`config.mk`:
```
export PLATFORM = sky130hd
export DESIGN_NAME = issue_select_flat
export DESIGN_NICKNAME = d
export VERILOG_FILES = /design/src/rtl/issue_select_if.sv /design/src/rtl/issue_select.sv /design/src/flat_wrapper.sv
export SDC_FILE = /design/constraint.sdc
export NUM_CORES = 1
export LEC_CHECK = 0
export CORE_AREA = 2 2 170 172
export CTS_CLUSTER_DIAMETER = 50
export CTS_CLUSTER_SIZE = 16
export DETAILED_ROUTE_END_ITERATION = 8
export DIE_AREA = 0 0 172 174
export PLACE_DENSITY = 0.73
export SLEW_MARGIN = 20
export SYNTH_ARGS = -nofsm -noshare
export SYNTH_HDL_FRONTEND = slang
export SYNTH_HIERARCHICAL = 1
export SYNTH_SLANG_ARGS = --single-unit
```
`constraint.sdc`:
```
create_clock -name clk -period 3 [get_ports clk]
set_input_delay 0.6 -clock clk [delete_from_list [all_inputs] [get_ports clk]]
set_output_delay 0.6 -clock clk [all_outputs]
set_load 0.02 [all_outputs]
```
`src/rtl/issue_select_if.sv`:
```
// Issue-select bundle: allocation/ready inputs, payload read ports and two registered ALU issue packets.
interface issue_select_if #(
  parameter int RS_DEPTH = 8,
  parameter int RS_IDX_W = $clog2(RS_DEPTH),
  parameter int TAG_W    = 6,
  parameter int DATA_W   = 32
);
  logic                flush;
  logic [RS_DEPTH-1:0] entry_wen;
  logic [RS_DEPTH-1:0] ready_mask;
  logic [RS_IDX_W-1:0] sel_idx_0, sel_idx_1;
  logic [RS_DEPTH-1:0] issue_grant;

  logic [31:0]         rs_op_0, rs_op_1;
  logic [TAG_W-1:0]    rs_dst_tag_0, rs_dst_tag_1;
  logic [DATA_W-1:0]   rs_v1_0, rs_v1_1, rs_v2_0, rs_v2_1;

  logic                alu_valid_0, alu_valid_1;
  logic [31:0]         alu_op_0, alu_op_1;
  logic [TAG_W-1:0]    alu_dst_tag_0, alu_dst_tag_1;
  logic [DATA_W-1:0]   alu_v1_0, alu_v1_1, alu_v2_0, alu_v2_1;
  logic                alu_ready_0, alu_ready_1;

  modport slave (
    input  flush, entry_wen, ready_mask,
    input  rs_op_0, rs_op_1, rs_dst_tag_0, rs_dst_tag_1,
    input  rs_v1_0, rs_v1_1, rs_v2_0, rs_v2_1,
    input  alu_ready_0, alu_ready_1,
    output sel_idx_0, sel_idx_1, issue_grant,
    output alu_valid_0, alu_valid_1, alu_op_0, alu_op_1,
    output alu_dst_tag_0, alu_dst_tag_1, alu_v1_0, alu_v1_1, alu_v2_0, alu_v2_1
  );

  modport master (
    output flush, entry_wen, ready_mask,
    output rs_op_0, rs_op_1, rs_dst_tag_0, rs_dst_tag_1,
    output rs_v1_0, rs_v1_1, rs_v2_0, rs_v2_1,
    output alu_ready_0, alu_ready_1,
    input  sel_idx_0, sel_idx_1, issue_grant,
    input  alu_valid_0, alu_valid_1, alu_op_0, alu_op_1,
    input  alu_dst_tag_0, alu_dst_tag_1, alu_v1_0, alu_v1_1, alu_v2_0, alu_v2_1
  );
endinterface

```
`src/rtl/issue_select.sv`:
```
// Two-wide reservation-station issue select feeding two registered ALU issue slots.
// ISSUE_AGE_ORDER_EN: oldest-first selection via an age matrix; otherwise lowest-index-first.
module issue_slot #(
  parameter int TAG_W  = 6,
  parameter int DATA_W = 32
) (
  input  logic              clk,
  input  logic              rst_n,
  input  logic              flush,
  input  logic              grant,
  input  logic              alu_ready,
  input  logic [31:0]       rs_op,
  input  logic [TAG_W-1:0]  rs_dst_tag,
  input  logic [DATA_W-1:0] rs_v1,
  input  logic [DATA_W-1:0] rs_v2,
  output logic              can_accept,
  output logic              alu_valid,
  output logic [31:0]       alu_op,
  output logic [TAG_W-1:0]  alu_dst_tag,
  output logic [DATA_W-1:0] alu_v1,
  output logic [DATA_W-1:0] alu_v2
);
  typedef struct packed {
    logic [31:0]       op;
    logic [TAG_W-1:0]  tag;
    logic [DATA_W-1:0] v1;
    logic [DATA_W-1:0] v2;
  } pkt_t;

  pkt_t pkt_d, pkt_q;
  logic valid_d, valid_q;

  assign can_accept = !valid_q || alu_ready;

  // grant is only raised when can_accept, so loading never overwrites a stalled packet
  always_comb begin
    valid_d = valid_q;
    pkt_d   = pkt_q;
    if (flush) begin
      valid_d = 1'b0;
    end else if (grant) begin
      valid_d = 1'b1;
      pkt_d   = '{op: rs_op, tag: rs_dst_tag, v1: rs_v1, v2: rs_v2};
    end else if (alu_ready) begin
      valid_d = 1'b0;
    end
  end

  always_ff @(posedge clk) begin
    if (!rst_n) begin
      valid_q <= 1'b0;
      pkt_q   <= '0;
    end else begin
      valid_q <= valid_d;
      pkt_q   <= pkt_d;
    end
  end

  assign alu_valid   = valid_q;
  assign alu_op      = pkt_q.op;
  assign alu_dst_tag = pkt_q.tag;
  assign alu_v1      = pkt_q.v1;
  assign alu_v2      = pkt_q.v2;
endmodule

module issue_select #(
  parameter int RS_DEPTH = 8,
  parameter int RS_IDX_W = $clog2(RS_DEPTH),
  parameter int TAG_W    = 6,
  parameter int DATA_W   = 32
) (
  input logic         clk,
  input logic         rst_n,
  issue_select_if.slave io
);
  localparam int NUM_CH = 2;

  logic [RS_DEPTH-1:0] cand_0, cand_1, old_0, old_1, pick_0, pick_1;
  logic [NUM_CH-1:0]   acc, grant_ch, alu_ready_ch, alu_valid_ch;
  logic [NUM_CH-1:0][31:0]       rs_op, alu_op;
  logic [NUM_CH-1:0][TAG_W-1:0]  rs_tag, alu_tag;
  logic [NUM_CH-1:0][DATA_W-1:0] rs_v1, rs_v2, alu_v1, alu_v2;

  function automatic logic [RS_DEPTH-1:0] lowest_one(input logic [RS_DEPTH-1:0] m);
    lowest_one = '0;
    for (int i = RS_DEPTH - 1; i >= 0; i--) begin
      if (m[i]) begin
        lowest_one    = '0;
        lowest_one[i] = 1'b1;
      end
    end
  endfunction

  function automatic logic [RS_IDX_W-1:0] idx_of(input logic [RS_DEPTH-1:0] oh);
    idx_of = '0;
    for (int i = 0; i < RS_DEPTH; i++) begin
      if (oh[i]) idx_of = RS_IDX_W'(i);
    end
  endfunction

`ifdef ISSUE_AGE_ORDER_EN
  // older_q[i][j]: entry i was allocated before entry j
  logic [RS_DEPTH-1:0][RS_DEPTH-1:0] older_d, older_q;

  always_comb begin
    older_d = older_q;
    for (int i = 0; i < RS_DEPTH; i++) begin
      for (int j = 0; j < RS_DEPTH; j++) begin
        if (i != j) begin
          if (io.entry_wen[i] && io.entry_wen[j]) older_d[i][j] = (i < j);
          else if (io.entry_wen[i])               older_d[i][j] = 1'b0;
          else if (io.entry_wen[j])               older_d[i][j] = 1'b1;
        end
      end
    end
  end

  always_ff @(posedge clk) begin
    if (!rst_n) older_q <= '0;
    else        older_q <= older_d;
  end
`else
  logic unused_wen;
  assign unused_wen = ^io.entry_wen;
`endif

  // A stalled slot 0 opts out, so channel 1 then sees the full candidate set
  always_comb begin
    cand_0 = acc[0] ? io.ready_mask : '0;
    old_0  = cand_0;
`ifdef ISSUE_AGE_ORDER_EN
    for (int i = 0; i < RS_DEPTH; i++)
      for (int j = 0; j < RS_DEPTH; j++)
        if (cand_0[j] && older_q[j][i]) old_0[i] = 1'b0;
`endif
    pick_0 = lowest_one(old_0);
    cand_1 = io.ready_mask & ~pick_0;
    old_1  = cand_1;
`ifdef ISSUE_AGE_ORDER_EN
    for (int i = 0; i < RS_DEPTH; i++)
      for (int j = 0; j < RS_DEPTH; j++)
        if (cand_1[j] && older_q[j][i]) old_1[i] = 1'b0;
`endif
    pick_1 = lowest_one(old_1);
  end

  assign grant_ch[0] = (|pick_0) && acc[0] && !io.flush && rst_n;
  assign grant_ch[1] = (|pick_1) && acc[1] && !io.flush && rst_n;

  assign io.issue_grant = (grant_ch[0] ? pick_0 : '0) | (grant_ch[1] ? pick_1 : '0);
  assign io.sel_idx_0   = idx_of(pick_0);
  assign io.sel_idx_1   = idx_of(pick_1);

  assign alu_ready_ch = {io.alu_ready_1, io.alu_ready_0};
  assign rs_op        = {io.rs_op_1, io.rs_op_0};
  assign rs_tag       = {io.rs_dst_tag_1, io.rs_dst_tag_0};
  assign rs_v1        = {io.rs_v1_1, io.rs_v1_0};
  assign rs_v2        = {io.rs_v2_1, io.rs_v2_0};

  for (genvar g = 0; g < NUM_CH; g++) begin : g_slot
    issue_slot #(.TAG_W(TAG_W), .DATA_W(DATA_W)) u_slot (
      .clk         (clk),
      .rst_n       (rst_n),
      .flush       (io.flush),
      .grant       (grant_ch[g]),
      .alu_ready   (alu_ready_ch[g]),
      .rs_op       (rs_op[g]),
      .rs_dst_tag  (rs_tag[g]),
      .rs_v1       (rs_v1[g]),
      .rs_v2       (rs_v2[g]),
      .can_accept  (acc[g]),
      .alu_valid   (alu_valid_ch[g]),
      .alu_op      (alu_op[g]),
      .alu_dst_tag (alu_tag[g]),
      .alu_v1      (alu_v1[g]),
      .alu_v2      (alu_v2[g])
    );
  end

  assign io.alu_valid_0   = alu_valid_ch[0];
  assign io.alu_valid_1   = alu_valid_ch[1];
  assign io.alu_op_0      = alu_op[0];
  assign io.alu_op_1      = alu_op[1];
  assign io.alu_dst_tag_0 = alu_tag[0];
  assign io.alu_dst_tag_1 = alu_tag[1];
  assign io.alu_v1_0      = alu_v1[0];
  assign io.alu_v1_1      = alu_v1[1];
  assign io.alu_v2_0      = alu_v2[0];
  assign io.alu_v2_1      = alu_v2[1];
endmodule

```
`src/flat_wrapper.sv`:
```
// flat-port wrapper written by rule: the top's interface ports become plain ports
module issue_select_flat 
#(
  parameter int RS_DEPTH = 8,
  parameter int RS_IDX_W = $clog2(RS_DEPTH),
  parameter int TAG_W    = 6,
  parameter int DATA_W   = 32
)
  (clk, rst_n, io_flush, io_entry_wen, io_ready_mask, io_rs_op_0, io_rs_op_1, io_rs_dst_tag_0, io_rs_dst_tag_1, io_rs_v1_0, io_rs_v1_1, io_rs_v2_0, io_rs_v2_1, io_alu_ready_0, io_alu_ready_1, io_sel_idx_0, io_sel_idx_1, io_issue_grant, io_alu_valid_0, io_alu_valid_1, io_alu_op_0, io_alu_op_1, io_alu_dst_tag_0, io_alu_dst_tag_1, io_alu_v1_0, io_alu_v1_1, io_alu_v2_0, io_alu_v2_1);
  issue_select_if #(.RS_DEPTH(RS_DEPTH), .RS_IDX_W(RS_IDX_W), .TAG_W(TAG_W), .DATA_W(DATA_W)) io_i ();
  input logic clk;
  input logic rst_n;
  input wire logic [$bits(io_i.flush)-1:0] io_flush;
  input wire logic [$bits(io_i.entry_wen)-1:0] io_entry_wen;
  input wire logic [$bits(io_i.ready_mask)-1:0] io_ready_mask;
  input wire logic [$bits(io_i.rs_op_0)-1:0] io_rs_op_0;
  input wire logic [$bits(io_i.rs_op_1)-1:0] io_rs_op_1;
  input wire logic [$bits(io_i.rs_dst_tag_0)-1:0] io_rs_dst_tag_0;
  input wire logic [$bits(io_i.rs_dst_tag_1)-1:0] io_rs_dst_tag_1;
  input wire logic [$bits(io_i.rs_v1_0)-1:0] io_rs_v1_0;
  input wire logic [$bits(io_i.rs_v1_1)-1:0] io_rs_v1_1;
  input wire logic [$bits(io_i.rs_v2_0)-1:0] io_rs_v2_0;
  input wire logic [$bits(io_i.rs_v2_1)-1:0] io_rs_v2_1;
  input wire logic [$bits(io_i.alu_ready_0)-1:0] io_alu_ready_0;
  input wire logic [$bits(io_i.alu_ready_1)-1:0] io_alu_ready_1;
  output wire logic [$bits(io_i.sel_idx_0)-1:0] io_sel_idx_0;
  output wire logic [$bits(io_i.sel_idx_1)-1:0] io_sel_idx_1;
  output wire logic [$bits(io_i.issue_grant)-1:0] io_issue_grant;
  output wire logic [$bits(io_i.alu_valid_0)-1:0] io_alu_valid_0;
  output wire logic [$bits(io_i.alu_valid_1)-1:0] io_alu_valid_1;
  output wire logic [$bits(io_i.alu_op_0)-1:0] io_alu_op_0;
  output wire logic [$bits(io_i.alu_op_1)-1:0] io_alu_op_1;
  output wire logic [$bits(io_i.alu_dst_tag_0)-1:0] io_alu_dst_tag_0;
  output wire logic [$bits(io_i.alu_dst_tag_1)-1:0] io_alu_dst_tag_1;
  output wire logic [$bits(io_i.alu_v1_0)-1:0] io_alu_v1_0;
  output wire logic [$bits(io_i.alu_v1_1)-1:0] io_alu_v1_1;
  output wire logic [$bits(io_i.alu_v2_0)-1:0] io_alu_v2_0;
  output wire logic [$bits(io_i.alu_v2_1)-1:0] io_alu_v2_1;
  assign io_i.flush = io_flush;
  assign io_i.entry_wen = io_entry_wen;
  assign io_i.ready_mask = io_ready_mask;
  assign io_i.rs_op_0 = io_rs_op_0;
  assign io_i.rs_op_1 = io_rs_op_1;
  assign io_i.rs_dst_tag_0 = io_rs_dst_tag_0;
  assign io_i.rs_dst_tag_1 = io_rs_dst_tag_1;
  assign io_i.rs_v1_0 = io_rs_v1_0;
  assign io_i.rs_v1_1 = io_rs_v1_1;
  assign io_i.rs_v2_0 = io_rs_v2_0;
  assign io_i.rs_v2_1 = io_rs_v2_1;
  assign io_i.alu_ready_0 = io_alu_ready_0;
  assign io_i.alu_ready_1 = io_alu_ready_1;
  assign io_sel_idx_0 = io_i.sel_idx_0;
  assign io_sel_idx_1 = io_i.sel_idx_1;
  assign io_issue_grant = io_i.issue_grant;
  assign io_alu_valid_0 = io_i.alu_valid_0;
  assign io_alu_valid_1 = io_i.alu_valid_1;
  assign io_alu_op_0 = io_i.alu_op_0;
  assign io_alu_op_1 = io_i.alu_op_1;
  assign io_alu_dst_tag_0 = io_i.alu_dst_tag_0;
  assign io_alu_dst_tag_1 = io_i.alu_dst_tag_1;
  assign io_alu_v1_0 = io_i.alu_v1_0;
  assign io_alu_v1_1 = io_i.alu_v1_1;
  assign io_alu_v2_0 = io_i.alu_v2_0;
  assign io_alu_v2_1 = io_i.alu_v2_1;
  issue_select #(.RS_DEPTH(RS_DEPTH), .RS_IDX_W(RS_IDX_W), .TAG_W(TAG_W), .DATA_W(DATA_W)) u_core (.clk(clk), .rst_n(rst_n), .io(io_i));
endmodule
```
==> impl_metrics.json <==
{
  "status": "finished, violations left",
  "failed_checks": "setup timing",
  "drc": 0,
  "setup_viol": 1,
  "hp-start": "u_core/g_slot[0].u_slot/alu_v1[17]",
  "synth.cells.most_frequent": "415 x nand2_1, 206 x dfxtp_1, 205 x mux2i_1",
  "timing.rr.start": "u_core/g_slot[0].u_slot/alu_valid",
  "synth_nets": 1232,
  "dp_slack_ns": -0.9477,
  "worstPathArrival_ns": 2.40,
  "io_pins": 445,
  "grt_pass1_vias": 8204,
  "place_area_um2": 13970,
  "num_antenna_cells": 0,
  "clkLatencyLatePin_ns": 0.53,
  "synth_warnings": 6,
  "post_drt_wl_per_cell_um": 15.29,
  "syn_area_um2": 9024,
  "ir_drop_mv": 0.5233,
  "cp_top_family": "compound AO/OA/AOI/OAI gates",
  "fillCellCount": 2550,
  "syn_inst": 1007,
  "nets": 1695,
  "max_stage_delay_ns": 0.44,
  "tightest_slew_ns": 0.9980,
  "grt_pass1_wl_um": 43880,
  "dieArea_um2": 29930,
  "p_total_mw": 7.428,
  "gp_congestion": 0.8809,
  "avgSynthCellArea_um2": 8.961,
  "maxCapViolCount": 0,
  "drive_above_1_share_pct": 11.81,
  "placementRows": 62,
  "hold_viol_final": 0,
  "synthDominantCellAreaShare_pct": 45.70,
  "final_max_slew_viol_count": 0,
  "drt_iter0_drc": 386,
  "fin_crit_ns": 3.001,
  "worstHoldPathType": "register to register",
  "vias": 8352,
  "async_flop_share_pct": 0,
  "critPathMaxFanout": 6,
  "cts_root_buffer": "clkbuf_16",
  "hpwl_um": 21060,
  "path_cells": "nand2b_4, or3b_4, a2111oi_4, nor3_4, o21ai_2, buf_6, o211ai_1, buf_4",
  "cp-end-kind": "output port",
  "overflow": 0,
  "viasPerCell": 4.457,
  "cp-startpoint": "u_core/g_slot[0].u_slot/alu_valid",
  "max_freq_mhz": 333.3,
  "synth_edf_count": 0,
  "final_area_um2": 15130,
  "die_w_um": 172,
  "powerDensity_nw_per_um2": 491.0,
  "rsz0062_at_grt": "true",
  "io_buffers": 436,
  "die_y_um": 174,
  "worstSetupStartpointType": "register",
  "clock-sinks": 206,
  "critPathKind": "register to output port",
  "cp.required_ns": 2.40,
  "cts_buffer_depth": 3,
  "drtAntennaViolNets": 0,
  "fin_worst_skew_ns": 0.01921,
  "yosysMostFrequentCell": "nand2_1",
  "post-route-util_pct": 53.58,
  "synthToLayoutAreaGrowth_pct": 67.65,
  "hold_buffers": 0,
  "ys.flop_type": "dfxtp_1",
  "clk_pin_slew_ns": 0.06,
  "cts_max_level": 1,
  "initial_utilization_pct": 31.96,
  "fp.coreArea_um2": 28240,
  "yosysSeqAreaShare_pct": 45.70,
  "antenna_found_initial": 0,
  "holdWs_ns": 0.4525,
  "ys_top_cells_by_area": "dfxtp_1 46%, mux2i_1 23%, nand2_1 17%",
  "grt_max_degree": 209,
  "grt_usage_pct": 18.17,
  "post-route-period-util_pct": 100.0,
  "drt_pass1_iterations": 4,
  "path_buf_inv": 2,
  "setup_slack_ns": -0.0007148,
  "cts_buffers": 26,
  "ys_types": 53,
  "ys_ff_latch": 206,
  "synth_area_leader_cell": "dfxtp_1",
  "relSlewSlack_pct": 33.47,
  "p_leak_nw": 5.708,
  "drt_wl_total_um": 28650,
  "cts_tree": "built",
  "crit_slowest_cell": "or3b_4"
}
layout by cell type, fill, tap and decap left out, drive strengths merged, types with 6 or more instances in the layout:
master         instances
a21oi                  9
clkbuf                32
dlygate4sd2           10
clkinv                 6
dfxtp                206
nor2                  13
buf                   93
mux2i                205
inv                   14
clkdlybuf4s50        413
nand2                415
cells by family (layout without fill, tap and decap cells):
group / Yosys count / count (layout) / share of synthesized area, %
xor gates and xnor gates: 2 / 2 / 0.1942
and+or+nand+nor: 467 / 467 / 20.84
AOI/OAI and AO/OA: 38 / 38 / 3.370
muxes: 205 / 205 / 22.74
DFF: 206 / 206 / 45.70
buffers and inverters: 89 / 572 / 7.155
flip-flops by register name (all words and copies together), names as in the netlist:
register and count:
u_core/g_slot.u_slot/alu_valid 2, u_core/g_slot.u_slot/alu_v1 64, u_core/g_slot.u_slot/alu_v2 64, u_core/g_slot.u_slot/alu_op 64, u_core/g_slot.u_slot/alu_dst_tag 12
what timing repair did:
item	CTS	global route
gates resized for setup	105	8
setup buffers	4	1
pin swaps	20	7
setup endpoints to repair	15	12
endpoints found under the hold margin	0	0
stage by stage:
step | setup TNS [ns] | std cells
finish | -0.0007148 | 1874
global route | -0.5575 | 1874
CTS | -0.06479 | 1873
detailed placement | -63.79 | 1821
global placement | -56.59 | 1821
floorplan | 0 | 1007
power by group:
| group | leakage [nW] | total [mW] | switching [mW] | internal (mW) |
|---|---|---|---|---|
| Sequential | 1.67 | 2.88 | 0.0493 | 2.83 |
| Combinational | 3.56 | 1.17 | 0.536 | 0.638 |
| Clock | 0.470 | 3.37 | 1.32 | 2.05 |
| Total | 5.71 | 7.43 | 1.91 | 5.52 |
final cells by class:
class / count / area (µm²) / area share, %
Clock buffer: 32 / 733.2 / 4.847
Clock inverter: 16 / 231.5 / 1.530
Inverter: 8 / 30.03 / 0.1985
Multi-Input combinational cell: 712 / 4434 / 29.31
Sequential cell: 206 / 4125 / 27.27
Tap cell: 384 / 480.5 / 3.176
Timing Repair Buffer: 516 / 5094 / 33.67
worst reg2reg max path, cell delays in order (launching register included):
cell and delay, ns:
dfxtp_2 0.34, nand2b_4 0.07, or3b_4 0.44, a2111oi_4 0.36, nor3_4 0.11, o21ai_2 0.19
buf_6 0.13, buf_4 0.09, buf_4 0.09, inv_1 0.04, nor2b_4 0.13, buf_12 0.15
buf_12 0.19, mux2i_1 0.19
path summary, 6_finish.rpt:
kind              slack (ns)                            endpoint  depth (start not counted)
setup / recovery     -0.0007                   io_issue_grant[5]                          8
hold / removal          0.45  u_core/g_slot[0].u_slot/alu_v1[17]                          2
setup reg to reg        0.38   u_core/g_slot[1].u_slot/alu_v1[7]                         13
hold reg to reg         0.45  u_core/g_slot[0].u_slot/alu_v1[17]                          2
layer usage:
layer | track usage [%] | wire length, µm | share of wire [%]
met1 | 21.51 | 11780 | 41
met2 | 30.92 | 13730 | 48
met3 | 4.599 | 2003 | 7.0
met4 | 7.878 | 1136 | 4.0
met5 | 0 | 0 | 0
No activity file was read; power rests on OpenSTA's default activity.
==> RTL change, RTL diff (same flow settings) <==
`DATA_W` is set to 32 in 4 places; all go to 16.
--- a/src/rtl/issue_select_if.sv
+++ b/src/rtl/issue_select_if.sv
@@ -5,3 +5,3 @@
   parameter int TAG_W    = 6,
-  parameter int DATA_W   = 32
+  parameter int DATA_W   = 16
 );
--- a/src/rtl/issue_select.sv
+++ b/src/rtl/issue_select.sv
@@ -4,3 +4,3 @@
   parameter int TAG_W  = 6,
-  parameter int DATA_W = 32
+  parameter int DATA_W = 16
 ) (
@@ -69,3 +69,3 @@
   parameter int TAG_W    = 6,
-  parameter int DATA_W   = 32
+  parameter int DATA_W   = 16
 ) (
--- a/src/flat_wrapper.sv
+++ b/src/flat_wrapper.sv
@@ -6,3 +6,3 @@
   parameter int TAG_W    = 6,
-  parameter int DATA_W   = 32
+  parameter int DATA_W   = 16
 )
Interface: changed (8 resized); port bits go from 445 to 317. No check against the original RTL was run, so the function may have changed too.
==> RTL change against the unedited design <==
- core utilization decreased by 14 points
- combinational power fell by 25%
- final cell count is 22% lower
- design area is 27% lower
- area after synthesis shrank 27%
- setup slack better by 0.025 ns
- critical path type is now input port to output pin
- largest power group unchanged
- sequential cell count decreased by 64
- routed wire length down 31%
- global-route usage shrank 5.3 points
- hold slack about the same
- total power decreased by 32%
- clock skew shrank 0.010 ns
==> RTL change: results (changes against the unedited design) <==
metric,value,unit,change
proportion of synthesized area in mux cells,0.214,,-0.0137
hold path start,u_core/g_slot[0].u_slot/alu_op[16]$_SDFFE_PN0P_,,
vias in the first global route,6218,,-24%
GRT Total Usage,0.129,,-0.0529
met2 usage,0.217,,-0.0920
Vias/cell,4.22,,-5.4%
Starting DRT DRC Count,281,,-27%
WL met1,8030,um,-32%
XOR/XNOR share of the synthesized area,0.00265,,+0.000711
pin count of the biggest net entering global routing,112,,-46%
met3 Use GR,0.0567,,+0.0107
Max Fclk,336,MHz,+0.83%
Clock Latency Late Sink,0.41,ns,-0.12 ns
met3 WL,2210,um,+10%
dpl hpwl,14400,um,-32%
CP endpoint,io_sel_idx_1[0],,
Synth Area in Adders,0,,unchanged
Commonest cells post-synth,"nand2_1, dfxtp_1, mux2i_1",,
Clock Pin Slew Worst Setup and Hold Paths,0.06,ns,about the same
r2r endpoint,u_core/g_slot[1].u_slot/alu_v2[11]$_SDFFE_PN0P_,,
placed instance area,0.0102,sq mm,-27%
R2R setup slack,0.50,ns,+0.12 ns
max_slew headroom,0.332,,-0.00273
cts bufs inserted,17,,-35%
clock skew,0.00894,ns,-0.0103 ns
CP max FO,4,,-2
GRT met1 Usage,0.144,,-0.0711
Cells after DPL,1426,,-22%
Met2 Routed Length,9290,um,-32%
Final GP Congestion,0.830,,-5.8%
"Net count, final",1228,,-28%
"Seq/Total Area, Yosys",0.430,,-0.0265
post-synth net total,890,,-28%
CP Data Arrival Time,2.38,ns,-0.02 ns
synth top area cells,"dfxtp_1, mux2i_1, nand2_1, buf_12, buf_4",,
Vias,6167,,-26%
layout cells sized above 1,0.136,,+0.0181
Mapped Avg Cell Area,9.06,sq um,+1.1%
Top Family by Delay on Critical Path,simple AND/OR/NAND/NOR gates,,
Detailed Route WL,19800,um,-31%
# port buffers,308,,-29%
postcts setup bufs,6,,+2
H-tree depth,4,,+3
worst vdd ir,230,uV,-56%
pre-CTS setup slack,-0.806,ns,+0.142 ns
cts repair resizes,101,,-3.8%
status,"finished, final reports clean",,
compound-cell area share of the yosys netlist,0.0460,,+0.0123
Fin Hold WS,0.453,ns,+0.000127 ns
first-pass GRT wire length,30900,um,-30%
Reg2Reg Depth,12,,-1
P_leak,0.00413,uW,-28%
RTL change: cell count changes in the layout (fill, tap and decap cells not counted), sizes merged:
cell and delta:
clkdlybuf4s50 -128, nand2 -128, dfxtp -64, mux2i -64
buf -13, clkbuf -7, inv -6, clkinv -2
clkinvlp +2, bufinv -1, clkdlybuf4s15 +1, dlygate4sd2 -1
RTL change: final cells by class:
type / count / area [sq um]
clock inverters: 9 / 110
inverters: 8 / 30.0
well taps: 384 / 480
multi-input cells: 520 / 3350
fillers: 2864 / 17200
clock buffers: 22 / 484
flip-flops and latches: 142 / 2840
repair buffers: 378 / 3740
RTL change: cells by family (layout without fill, tap and decap cells):
kind of cell / Yosys count / after routing
compound gates: 38 / 38
xor+xnor: 2 / 2
buf+inv: 67 / 417
flops: 142 / 142
mux: 141 / 141
simple gates: 339 / 339
RTL change: where the power goes:
| group | internal [uW] | switching (uW) |
|---|---|---|
| Combinational | 479 | 401 |
| Clock | 1310 | 844 |
| Sequential | 1950 | 33.2 |
